--- config.mk ---
export PLATFORM = sky130hd
export DESIGN_NAME = encoder_8_3_stream
export DESIGN_NICKNAME = d
export VERILOG_FILES = /design/src/rtl/enc_pkg.sv /design/src/rtl/lsb_priority_enc.sv /design/src/rtl/encoder_8_3_stream.sv
export SDC_FILE = /design/constraint.sdc
export NUM_CORES = 1
export LEC_CHECK = 0
export BUFFER_PORTS_ARGS = -buffer_cell sky130_fd_sc_hd__buf_2
export CAP_MARGIN = 20
export CORE_AREA = 2 2 67 53
export CTS_BUF_LIST = sky130_fd_sc_hd__clkbuf_4
export CTS_CLUSTER_SIZE = 20
export DETAILED_ROUTE_END_ITERATION = 6
export DIE_AREA = 0 0 69 55
export PLACE_DENSITY_LB_ADDON = 0.3
export SLEW_MARGIN = 20
export SYNTH_ARGS = -nofsm -noshare
export SYNTH_HDL_FRONTEND = slang
export SYNTH_SLANG_ARGS = --single-unit
--- constraint.sdc ---
create_clock -name clk -period 6.1 [get_ports clk]
set_input_delay 1.22 -clock clk [delete_from_list [all_inputs] [get_ports clk]]
set_output_delay 1.22 -clock clk [all_outputs]
set_load 0.1 [all_outputs]
--- src/rtl/enc_pkg.sv ---
// enc_pkg: shared widths, FSM state type and popcount helper for the stream encoder.
package enc_pkg;
  localparam int WIDTH = 8;
  localparam int IDX_W = 3;
  typedef enum logic {IDLE, EMIT} state_t;
  function automatic logic [IDX_W:0] popcount(input logic [WIDTH-1:0] v);
    popcount = '0;
    for (int i = 0; i < WIDTH; i++) popcount = popcount + (IDX_W+1)'(v[i]);
  endfunction
endpackage

--- src/rtl/lsb_priority_enc.sv ---
// lsb_priority_enc: index and one-hot mask of the lowest set bit of a vector.
module lsb_priority_enc #(
  parameter int WIDTH = 8,
  parameter int IDX_W = 3
) (
  input  logic [WIDTH-1:0] v_i,
  output logic [IDX_W-1:0] idx_o,
  output logic [WIDTH-1:0] mask_o
);
  always_comb begin
    idx_o = '0;
    mask_o = '0;
    for (int i = WIDTH - 1; i >= 0; i--) begin
      if (v_i[i]) begin
        idx_o = IDX_W'(i);
        mask_o = '0;
        mask_o[i] = 1'b1;
      end
    end
  end
endmodule

--- src/rtl/encoder_8_3_stream.sv ---
// encoder_8_3_stream: emits the index of each set bit of a loaded vector, lowest first, one per handshake.
module encoder_8_3_stream #(
  parameter int WIDTH = 8,
  parameter int IDX_W = 3
) (
  input  logic             clk,
  input  logic             rst,
  input  logic             E,
  input  logic [WIDTH-1:0] In,
  output logic             In_ready,
  output logic [IDX_W-1:0] Out,
  output logic             Out_valid,
  input  logic             Out_ready,
  output logic             Out_last,
  output logic [IDX_W:0]   Cnt,
  output logic             Zero
);
  import enc_pkg::*;
  state_t state_q, state_d;
  logic [WIDTH-1:0] pend_q, pend_d, src, mask;
  logic [IDX_W-1:0] out_q, out_d, idx;
  logic [IDX_W:0] cnt_q, cnt_d;
  logic last_q, last_d, zero_q, zero_d, idle, acc, hs, single;
  assign idle = state_q == IDLE;
  assign acc = idle & E;
  assign hs = ~idle & Out_ready;
  // pend_q still holds the bit being presented, so drop it before finding the next one
  assign src = idle ? In : pend_q & ~(WIDTH'(1) << out_q);
  assign single = (src & ~mask) == '0;
  lsb_priority_enc #(.WIDTH(WIDTH), .IDX_W(IDX_W)) u_enc (
    .v_i(src),
    .idx_o(idx),
    .mask_o(mask)
  );
  always_comb begin
    state_d = state_q;
    pend_d = pend_q;
    out_d = out_q;
    last_d = last_q;
    cnt_d = cnt_q;
    zero_d = acc && In == '0;
    if (acc) begin
      cnt_d = popcount(In);
      if (In != '0) begin
        state_d = EMIT;
        pend_d = In;
        out_d = idx;
        last_d = single;
      end
    end else if (hs) begin
      if (last_q) begin
        state_d = IDLE;
        pend_d = '0;
        last_d = 1'b0;
      end else begin
        pend_d = src;
        out_d = idx;
        last_d = single;
      end
    end
  end
  always_ff @(posedge clk) begin
    if (rst) begin
      state_q <= IDLE;
      pend_q <= '0;
      out_q <= '0;
      last_q <= 1'b0;
      cnt_q <= '0;
      zero_q <= 1'b0;
    end else begin
      state_q <= state_d;
      pend_q <= pend_d;
      out_q <= out_d;
      last_q <= last_d;
      cnt_q <= cnt_d;
      zero_q <= zero_d;
    end
  end
  assign In_ready = idle;
  assign Out_valid = ~idle;
  assign Out = out_q;
  assign Out_last = last_q;
  assign Cnt = cnt_q;
  assign Zero = zero_q;
endmodule

==> metrics.log, run 1 <==
[metrics] nets in the synthesized netlist: 175
[metrics] proportion of layout cells with a drive suffix above 1: 14.5%
[metrics] Reg-to-Reg End: Out[2]
[metrics] clock latency of the later-clocked register in the worst-skew pair: 0.30 ns
[metrics] final period utilization: 61.1%
[metrics] Critical Path, Cell by Cell: buf_2, fa_1, inv_1, fa_1, fa_1, inv_1, ha_1, inv_1, fa_1, xnor2_1, nand2_1, a21oi_1
[metrics] time the final worst path needs with I/O delays and setup: 3.73 ns
[metrics] Commonest cells post-synth: sky130_fd_sc_hd__dfxtp_1 (18), sky130_fd_sc_hd__nand2_1 (18), sky130_fd_sc_hd__nor2_1 (16), sky130_fd_sc_hd__inv_1 (15), sky130_fd_sc_hd__a21oi_1 (13)
[metrics] share of synthesized flip-flops with an asynchronous set or reset: 0%
[metrics] TritonCTS clock tree: done
[metrics] Core Box Area: 0.00315 mm²
[metrics] buffers and inverters on the worst path: 4
[metrics] antenna violations before repair: 0
[metrics] Area growth, synth to finish: 12.1%
[metrics] maximum clock frequency: 268 MHz
[metrics] wire length per cell after detailed routing: 15.2 µm
[metrics] cts repair resizes: 0
[metrics] initial cell density of the core: 38.7%
[metrics] run status: complete, no violations
[metrics] startpoint of the lowest-slack register-to-register path: Out_valid
[metrics] Total Nets Final: 194
[metrics] static leakage power: 0.596 nW
[metrics] area used by multi-input combinational logic: 766 µm²
[metrics] launching element type of the critical path: input pin
[metrics] placer's final routability congestion estimate: 0.894
[metrics] Worst setup EP type: flop
[metrics] Synth area leader: sky130_fd_sc_hd__dfxtp_1
[metrics] sequential fraction of the synthesis area: 29.5%
[metrics] H-Tree Depth: 1
[metrics] final count of negative-setup-slack endpoints: 0
[metrics] count of TritonRoute iterations in the first routing pass: 4
[metrics] setup TNS: 0 ns
[metrics] die width: 69 µm
[metrics] leftover overflow at the end of global routing: 0
[metrics] Cell Pwr Density: 252 mW/mm²
[metrics] clock tree skew after final layout: 0.00887 ns
[metrics] Port Buffers: 22
[metrics] dominant synthesized flop cell: sky130_fd_sc_hd__dfxtp_1
[metrics] maximum number of pins on one net before global-route repair: 25
[metrics] num ports: 23
[metrics] count of pins over their slew limit: 0
[metrics] delay of the slowest cell on the worst path: 0.55 ns
[metrics] startpoint of the tightest hold check path: Cnt[0]
[metrics] Worst Max-Slew Pin Slew: 0.886 ns
[metrics] worst min-delay path category: flop to flop
[metrics] Peak supply drop: 0.0000798 V
[metrics] worst-path cell with the longest stage delay: sky130_fd_sc_hd__fa_1
[metrics] synth top area cells: sky130_fd_sc_hd__dfxtp_1 (30%), sky130_fd_sc_hd__fa_1 (6.6%), sky130_fd_sc_hd__mux2i_1 (5.7%)
[metrics] Routed WL: 3250 µm
[metrics] Cells after Synth: 155
[metrics] Die Footprint: 0.00380 mm²
[metrics] clock slew seen by the registers of the worst setup and hold paths: 0.12 ns
[metrics] Die Ht: 55 µm
[metrics] flip-flop and latch area: 360 µm²
[metrics] # diodes: 0
[metrics] arrival time of data at the critical path endpoint: 3.97 ns
[metrics] Crit Path Max Fanout: 3
[metrics] final routed DRC violation total: 0
[metrics] category of cells accounting for the largest share of critical-path delay: adder cells
[metrics] via/cell ratio: 5.74
[metrics] total via count in the routed design: 1223
[metrics] Max Buffers Root-to-Sink: 2
[metrics] Final ANT Viol Nets: 0
[metrics] global-route wire length before repair: 5290 µm
[metrics] flop-to-flop setup slack: 3.64 ns
[metrics] Synth top area share: 29.5%
[metrics] design area: 0.00137 mm²
[metrics] number of clock sinks: 18
[metrics] Filler Cell Count: 343
[metrics] # rows: 18
[metrics] total routing usage reported by global routing: 17.8%
[metrics] Final Hold Violating Endpoints: 0
[metrics] detailed placer's ending HPWL: 2450 µm
[metrics] via count of the first global-routing pass: 1078
[metrics] CTS Root Cell: sky130_fd_sc_hd__clkbuf_4
[metrics] mean cell area of the mapped netlist: 7.88 µm²
[metrics] data required time of the worst path: 6.34 ns
[metrics] max-cap viol count: 0
[metrics] number of synthesized flops with an enable pin: 0
[metrics] detailed router's first-iteration violation count: 62
[metrics] Top Usage Layer GRT: met2
[metrics] DP Area: 0.00134 mm²
[metrics] combined area of all synthesized cells: 0.00122 mm²
[metrics] critical path's most frequent cell: sky130_fd_sc_hd__fa_1
[metrics] unique cell type count in the Yosys netlist: 42
[metrics] Post-CTS Setup Bufs: 0
[metrics] post-synthesis register bit count: 18
[metrics] pre-CTS worst setup slack: 2.03 ns
[metrics] number of cell instances on the worst register-to-register path: 5
[metrics] total number of yosys warnings: 0
[metrics] global routing usage on met3: 5.07%
[metrics] hold path depth: 2
[metrics] cts bufs inserted: 3
[metrics] critical path type: input pin to flop
[metrics] count of hold-fix buffers inserted at cts: 0
[metrics] setup repair after global routing missed its margin: no
[metrics] slack of the critical path: 2.37 ns
[metrics] met2 usage: 28.5%
[metrics] capture endpoint of the worst hold path: Cnt[0]
[metrics] max-slew headroom at the worst pin: 40.9%
[metrics] met1 routing resource usage after global routing: 24.0%
==> cells by family (layout without fill, tap and decap cells) <==
kind of cell             Yosys count  in the layout  synth area share, %
AO/OA/AOI/OAI                     44             44                 24.6
AND/OR/NAND/NOR                   54             54                 21.0
multiplexers                       7              7                 5.74
XOR/XNOR                           1              1                0.717
buffers and inverters             23             41                 7.79
adder cells (fa/ha/maj)            8              8                 10.7
flip-flops                        18             18                 29.5
==> power breakdown <==
part / switching [mW] / internal [mW]
logic: 0.0988 / 0.0422
clock network: 0.0416 / 0.0239
registers: 0.0114 / 0.127
==> layout by cell type (no fill, tap or decap), drive strengths merged, types with 3 or more instances in the layout <==
cell type  instances
fa                 4
a21oi             13
o22ai              4
inv               15
clkbuf             3
dfxtp             18
buf               22
nand2             18
mux2i              7
nor2              16
nor2b              3
o211ai             4
a31oi              5
a221oi             4
nor3               5
ha                 4
==> worst max path at each step <==
stage,start,to,slack [ns],depth (start not counted)
3_5_place_dp,In[0],Cnt[2],2.03,12
2_1_floorplan,In[0],Cnt[2],2.43,11
3_3_place_gp,In[0],Cnt[2],2.25,12
5_1_grt,In[0],Cnt[2],2.23,12
6_report,In[0],Cnt[2],2.37,12
4_1_cts,In[0],Cnt[2],2.38,12
==> layout make-up <==
| class | instances | share of cell area [%] |
|---|---|---|
| Clock inverter | 1 | 0.274 |
| Inverter | 15 | 4.11 |
| Clock buffer | 3 | 1.65 |
| Timing Repair Buffer | 22 | 8.04 |
| Tap cell | 40 | 3.66 |
| Sequential cell | 18 | 26.3 |
| Multi-Input combinational cell | 114 | 55.9 |
==> routing by layer <==
layer / wire, µm / part of all wire, % / vias to the layer above
li1: - / - / 592
met1: 1560 / 48 / 576
met2: 1420 / 44 / 51
met3: 227 / 7.0 / 4
met4: 34 / 1.0 / 0
met5: 0 / 0 / -
==> tightest hold or removal path, delay by kind of cell (launching register included) <==
kind	cells	cell delay [ns]
flip-flops	1	0.33
AND/OR/NAND/NOR	1	0.05
AO/OA/AOI/OAI	1	0.05
==> flip-flops by register name, summed over array words and instances, names as in the netlist <==
register,cells
pend_q,8
Out_valid,1
Zero,1
Out_last,1
Out,3
Cnt,4
==> per-stage QoR <==
step                instances  power, mW  utilization [%]  hold WS (ns)
floorplan                 155      0.251                -         0.432
global placement          209      0.277             42.6         0.437
detailed placement        209      0.282             42.6         0.448
CTS                       213      0.347             43.4         0.465
global route              213      0.367             43.4         0.485
finish                    213      0.345             43.4         0.463
No activity file was read; power rests on OpenSTA's default activity.
==> inputs of run 2 (changes only) <==
clock period = 3.7 ns   (was 6.1 ns; I/O delays follow)
==> metrics.log, run 2 (synthesis results as in run 1) <==
[metrics] run status: complete, no violations
[metrics] Die Ht: 55 µm (unchanged)
[metrics] Switching Share: 44.0% (about the same)
[metrics] non-filler cells in the finished layout: 213 (unchanged)
[metrics] commonest non-fill, non-tap cells in the layout: sky130_fd_sc_hd__buf_2 (22), sky130_fd_sc_hd__dfxtp_1 (18), sky130_fd_sc_hd__nand2_1 (18)
[metrics] launching element type of the critical path: input pin
[metrics] max reg flops: 8 (unchanged)
[metrics] clock slew seen by the registers of the worst setup and hold paths: 0.12 ns (about the same)
[metrics] final count of negative-setup-slack endpoints: 0 (unchanged)
[metrics] Worst Max-Slew Pin Slew: 0.874 ns (-0.0123 ns)
[metrics] Filler Cell Count: 324 (-5.5%)
[metrics] Internal Pwr Total: 0.318 mW (+65%)
[metrics] global routing usage on met3: 5.25% (+0.18 points)
[metrics] count of hold-fix buffers inserted at cts: 0 (unchanged)
[metrics] time the final worst path needs with I/O delays and setup: 3.20 ns
[metrics] clock tree skew after final layout: 0.00581 ns (-0.00306 ns)
[metrics] arrival time of data at the critical path endpoint: 3.44 ns (-0.53 ns)
[metrics] static leakage power: 0.596 nW (unchanged)
[metrics] data required time of the worst path: 3.94 ns (-2.40 ns)
[metrics] cts repair resizes: 0 (unchanged)
[metrics] TritonCTS clock tree: done
[metrics] logic gate share of total power: 40.6% (-0.3 points)
[metrics] maximum clock frequency: 312 MHz
[metrics] die width: 69 µm (unchanged)
[metrics] slack of the critical path: 0.497 ns (-1.88 ns)
[metrics] critical path type: input pin to flop
[metrics] Core Box Area: 0.00315 mm² (unchanged)
[metrics] total via count in the routed design: 1207 (-1.3%)
[metrics] max-slew headroom at the worst pin: 41.7% (+0.82 points)
[metrics] Die Footprint: 0.00380 mm² (unchanged)
[metrics] Total Nets Final: 194 (unchanged)
[metrics] Net Switching: 0.250 mW (+65%)
[metrics] most common cell after layout, fill and taps aside: sky130_fd_sc_hd__buf_2
[metrics] share of power burned in the clock network: 19.1% (about the same)
[metrics] setup repair after global routing missed its margin: no
[metrics] Final ANT Viol Nets: 0 (unchanged)
[metrics] global-route wire length before repair: 5050 µm (-4.6%)
[metrics] startpoint of the lowest-slack register-to-register path: Out_valid
[metrics] share of total power in sequential cells: 40.2% (about the same)
[metrics] clock latency of the later-clocked register in the worst-skew pair: 0.30 ns (about the same)
[metrics] number of clock sinks: 18 (unchanged)
[metrics] Port Buffers: 22 (unchanged)
[metrics] via count of the first global-routing pass: 1066 (-1.1%)
[metrics] worst min-delay path category: flop to flop
[metrics] setup TNS: 0 ns (unchanged)
[metrics] final period utilization: 86.6%
[metrics] # rows: 18 (unchanged)
[metrics] antenna violations before repair: 0 (unchanged)
[metrics] via/cell ratio: 5.67 (-1.3%)
[metrics] Top Usage Layer GRT: met2
[metrics] count of TritonRoute iterations in the first routing pass: 4 (unchanged)
[metrics] leftover overflow at the end of global routing: 0 (unchanged)
[metrics] met2 usage: 27.2% (-1.3 points)
[metrics] Critical Path Source: In[0]
[metrics] Crit Path Max Fanout: 3 (unchanged)
[metrics] count of pins over their slew limit: 0 (unchanged)
[metrics] detailed placer's ending HPWL: 2370 µm (-3.2%)
[metrics] pre-CTS worst setup slack: 0.177 ns (-1.85 ns)
[metrics] # diodes: 0 (unchanged)
[metrics] overall power of the completed layout: 0.568 mW (+65%)
[metrics] placer's final routability congestion estimate: 0.894 (unchanged)
[metrics] largest register by flop count: pend_q
[metrics] met1 routing resource usage after global routing: 22.0% (-1.9 points)
[metrics] Final Hold Violating Endpoints: 0 (unchanged)
[metrics] initial cell density of the core: 38.7% (unchanged)
[metrics] Max Buffers Root-to-Sink: 2 (unchanged)
[metrics] detailed router's first-iteration violation count: 65 (+4.8%)
[metrics] final routed DRC violation total: 0 (unchanged)
[metrics] wire length per cell after detailed routing: 14.9 µm (-1.9%)
[metrics] number of cells after detailed placement: 209 (unchanged)
[metrics] max-cap viol count: 0 (unchanged)
[metrics] startpoint of the tightest hold check path: Cnt[0]
[metrics] total routing usage reported by global routing: 17.0% (-0.80 points)
[metrics] Area growth, synth to finish: 12.1% (unchanged)
[metrics] Worst setup EP type: flop
[metrics] maximum number of pins on one net before global-route repair: 25 (unchanged)
[metrics] Routed WL: 3180 µm (-1.9%)
[metrics] cts bufs inserted: 3 (unchanged)
[metrics] num ports: 23 (unchanged)
[metrics] H-Tree Depth: 1 (unchanged)
[metrics] Peak supply drop: 0.000226 V (+180%)
[metrics] Post-CTS Setup Bufs: 0 (unchanged)
[metrics] Cell Pwr Density: 415 mW/mm² (+65%)
[metrics] proportion of layout cells with a drive suffix above 1: 14.5% (unchanged)
[metrics] CTS Root Cell: sky130_fd_sc_hd__clkbuf_4
run 2: metal layers:
metal	wire (µm)	share of wire, %
met5	0	0
met3	171	5.4
met1	1560	49
met2	1390	44
met4	57	1.8
run 2: path summary, 6_finish.rpt:
path | endpoint | slack (ns) | cells after the start
max | Cnt[2] | 0.50 | 12
min | Cnt[0] | 0.46 | 2
max reg2reg | Out[2] | 1.26 | 5
min reg2reg | Cnt[0] | 0.46 | 2
run 2: power groups by stage:
stage	logic (mW)	clock network (mW)	registers, mW
after global routing	0.251	0.117	0.231
after global placement	0.225	0	0.231
final	0.231	0.109	0.228
after CTS	0.231	0.110	0.228
after floorplan	0.126	0	0.288
after detailed placement	0.230	0	0.232
run 2: layout make-up:
class	instances	area [µm²]	area share, %
clock buffers	3	22.5	1.65
clock inverters	1	3.75	0.274
inverters	15	56.3	4.11
repair buffers	22	110	8.04
well taps	40	50.0	3.66
flip-flops and latches	18	360	26.3
multi-input cells	114	766	55.9
run 2: worst max-delay path, stage by stage:
cell and delay [ns]:
sky130_fd_sc_hd__buf_2 0.12, sky130_fd_sc_hd__fa_1 0.54, sky130_fd_sc_hd__inv_1 0.05, sky130_fd_sc_hd__fa_1 0.49
sky130_fd_sc_hd__fa_1 0.41, sky130_fd_sc_hd__inv_1 0.07, sky130_fd_sc_hd__ha_1 0.16, sky130_fd_sc_hd__inv_1 0.06
sky130_fd_sc_hd__fa_1 0.39, sky130_fd_sc_hd__xnor2_1 0.16, sky130_fd_sc_hd__nand2_1 0.07, sky130_fd_sc_hd__a21oi_1 0.16
run 2: per-stage QoR:
step	hold slack, ns	instance area (µm²)	util [%]
after global routing	0.485	1370	43.4
after global placement	0.437	1340	42.6
after detailed placement	0.448	1340	42.6
final	0.463	1370	43.4
after CTS	0.466	1370	43.4
after floorplan	0.432	1220	-
==> inputs of run 3 (changes only) <==
PLACE_DENSITY = 0.58   (was not set)
PLACE_DENSITY_LB_ADDON = not set   (was 0.3)
==> metrics.log, run 3 (synthesis results as in run 1) <==
[metrics] final count of negative-setup-slack endpoints: 0 (unchanged)
[metrics] via/cell ratio: 5.64 (-0.50%)
[metrics] global-route wire length before repair: 5350 µm (+6.0%)
[metrics] share of power burned in the clock network: 19.1% (about the same)
[metrics] Internal Pwr Total: 0.317 mW (-0.16%)
[metrics] Die Footprint: 0.00380 mm² (unchanged)
[metrics] Worst Max-Slew Pin Slew: 0.877 ns (+0.00319 ns)
[metrics] # diodes: 0 (unchanged)
[metrics] number of clock sinks: 18 (unchanged)
[metrics] final period utilization: 83.9% (-2.7 points)
[metrics] Net Switching: 0.248 mW (-0.75%)
[metrics] slack of the critical path: 0.595 ns (+0.0983 ns)
[metrics] count of pins over their slew limit: 0 (unchanged)
[metrics] maximum number of pins on one net before global-route repair: 25 (unchanged)
[metrics] wire length per cell after detailed routing: 14.9 µm (-0.35%)
[metrics] Max Buffers Root-to-Sink: 2 (unchanged)
[metrics] Filler Cell Count: 340 (+4.9%)
[metrics] cts repair resizes: 0 (unchanged)
[metrics] flop-to-flop setup slack: 1.33 ns (+0.07 ns)
[metrics] clock tree skew after final layout: 0.0169 ns (+0.0111 ns)
[metrics] H-Tree Depth: 1 (unchanged)
[metrics] proportion of layout cells with a drive suffix above 1: 14.5% (unchanged)
[metrics] most common cell after layout, fill and taps aside: sky130_fd_sc_hd__buf_2
[metrics] Reg-to-Reg End: Out[2]
[metrics] total routing usage reported by global routing: 18.0% (+0.95 points)
[metrics] antenna violations before repair: 0 (unchanged)
[metrics] Critical Path End: Cnt[2]
[metrics] commonest non-fill, non-tap cells in the layout: sky130_fd_sc_hd__buf_2 (22), sky130_fd_sc_hd__dfxtp_1 (18), sky130_fd_sc_hd__nand2_1 (18)
[metrics] Final ANT Viol Nets: 0 (unchanged)
[metrics] num ports: 23 (unchanged)
[metrics] Area growth, synth to finish: 12.1% (unchanged)
[metrics] via count of the first global-routing pass: 1075 (+0.84%)
[metrics] initial cell density of the core: 38.7% (unchanged)
[metrics] Core Box Area: 0.00315 mm² (unchanged)
[metrics] Die Ht: 55 µm (unchanged)
[metrics] maximum clock frequency: 322 MHz (+3.2%)
[metrics] Post-CTS Setup Bufs: 0 (unchanged)
[metrics] cts bufs inserted: 3 (unchanged)
[metrics] Switching Share: 43.8% (-0.15 points)
[metrics] Cell Pwr Density: 413 mW/mm² (-0.42%)
[metrics] data required time of the worst path: 3.93 ns (about the same)
[metrics] startpoint of the tightest hold check path: pend_q[7]
[metrics] die width: 69 µm (unchanged)
[metrics] Routed WL: 3170 µm (-0.35%)
[metrics] placer's final routability congestion estimate: 0.790 (-12%)
[metrics] share of total power in sequential cells: 40.5% (+0.3 points)
[metrics] arrival time of data at the critical path endpoint: 3.34 ns (-0.10 ns)
[metrics] detailed placer's ending HPWL: 2320 µm (-2.1%)
[metrics] critical path type: input pin to flop
[metrics] flip-flop and latch area: 360 µm² (unchanged)
[metrics] area used by multi-input combinational logic: 766 µm² (unchanged)
[metrics] setup TNS: 0 ns (unchanged)
[metrics] worst min-delay path category: flop to flop
[metrics] Critical Path Source: In[0]
[metrics] max reg flops: 8 (unchanged)
[metrics] Total Nets Final: 194 (unchanged)
[metrics] Crit Path Max Fanout: 3 (unchanged)
[metrics] largest register by flop count: pend_q
[metrics] number of cell instances on the worst register-to-register path: 5 (unchanged)
[metrics] total via count in the routed design: 1201 (-0.50%)
[metrics] max-slew headroom at the worst pin: 41.5% (-0.21 points)
[metrics] detailed router's first-iteration violation count: 123 (+89%)
[metrics] count of hold-fix buffers inserted at cts: 0 (unchanged)
[metrics] Peak supply drop: 0.000166 V (-26%)
[metrics] Worst setup EP type: flop
[metrics] launching element type of the critical path: input pin
[metrics] # rows: 18 (unchanged)
[metrics] static leakage power: 0.596 nW (unchanged)
[metrics] Final Hold Violating Endpoints: 0 (unchanged)
[metrics] run status: complete, no violations
[metrics] leftover overflow at the end of global routing: 0 (unchanged)
[metrics] startpoint of the lowest-slack register-to-register path: Out_valid
[metrics] clock latency of the later-clocked register in the worst-skew pair: 0.31 ns (about the same)
[metrics] clock slew seen by the registers of the worst setup and hold paths: 0.10 ns (-0.02 ns)
[metrics] count of TritonRoute iterations in the first routing pass: 4 (unchanged)
[metrics] time the final worst path needs with I/O delays and setup: 3.11 ns (-0.0983 ns)
[metrics] setup repair after global routing missed its margin: no
[metrics] final routed DRC violation total: 0 (unchanged)
[metrics] logic gate share of total power: 40.4% (-0.2 points)
[metrics] pre-CTS worst setup slack: 0.278 ns (+0.101 ns)
[metrics] CTS Root Cell: sky130_fd_sc_hd__clkbuf_4
[metrics] max-cap viol count: 0 (unchanged)
[metrics] TritonCTS clock tree: done
[metrics] Port Buffers: 22 (unchanged)
==> run 3: final cells by class <==
cell class / count / area share, %
flip-flops and latches: 18 / 26.3
clock buffers: 3 / 1.65
multi-input cells: 114 / 55.9
clock inverters: 1 / 0.274
repair buffers: 22 / 8.04
well taps: 40 / 3.66
inverters: 15 / 4.11
==> run 3: metal layers <==
metal  wire length (µm)  part of all wire (%)  track usage [%]
met1               1590                    50             24.9
met3                184                   5.8             5.07
met2               1370                    43             27.9
met5                  0                     0                0
met4                 31                  0.98             4.58
==> run 3: how the worst min path moves through the flow <==
stage / to / slack [ns] / cells past startpoint
6_report: pend_q[7] / 0.46 / 2
5_1_grt: pend_q[7] / 0.48 / 2
4_1_cts: pend_q[7] / 0.46 / 2
3_5_place_dp: pend_q[7] / 0.45 / 2
3_3_place_gp: Cnt[2] / 0.44 / 2
2_1_floorplan: pend_q[1] / 0.43 / 2
==> run 3: power by group through the flow <==
stage / Combinational (mW) / Clock [mW] / Sequential, mW
finish: 0.228 / 0.108 / 0.229
global route: 0.252 / 0.121 / 0.232
CTS: 0.229 / 0.112 / 0.228
detailed placement: 0.228 / 0 / 0.233
global placement: 0.226 / 0 / 0.232
floorplan: 0.126 / 0 / 0.288
==> run 3: through the flow <==
step	util [%]	instances	hold WS [ns]	area, µm²	power [mW]
2_1_floorplan	-	155	0.432	1220	0.414
3_3_place_gp	42.6	209	0.435	1340	0.458
3_5_place_dp	42.6	209	0.445	1340	0.460
4_1_cts	43.4	213	0.460	1370	0.570
5_1_grt	43.4	213	0.479	1370	0.604
6_report	43.4	213	0.459	1370	0.565
==> run 3: worst max-delay path, stage by stage <==
cell,delay [ns]
sky130_fd_sc_hd__buf_2,0.12
sky130_fd_sc_hd__fa_1,0.53
sky130_fd_sc_hd__inv_1,0.05
sky130_fd_sc_hd__fa_1,0.49
sky130_fd_sc_hd__fa_1,0.40
sky130_fd_sc_hd__inv_1,0.06
sky130_fd_sc_hd__ha_1,0.16
sky130_fd_sc_hd__inv_1,0.05
sky130_fd_sc_hd__fa_1,0.37
sky130_fd_sc_hd__xnor2_1,0.14
sky130_fd_sc_hd__nand2_1,0.06
sky130_fd_sc_hd__a21oi_1,0.16
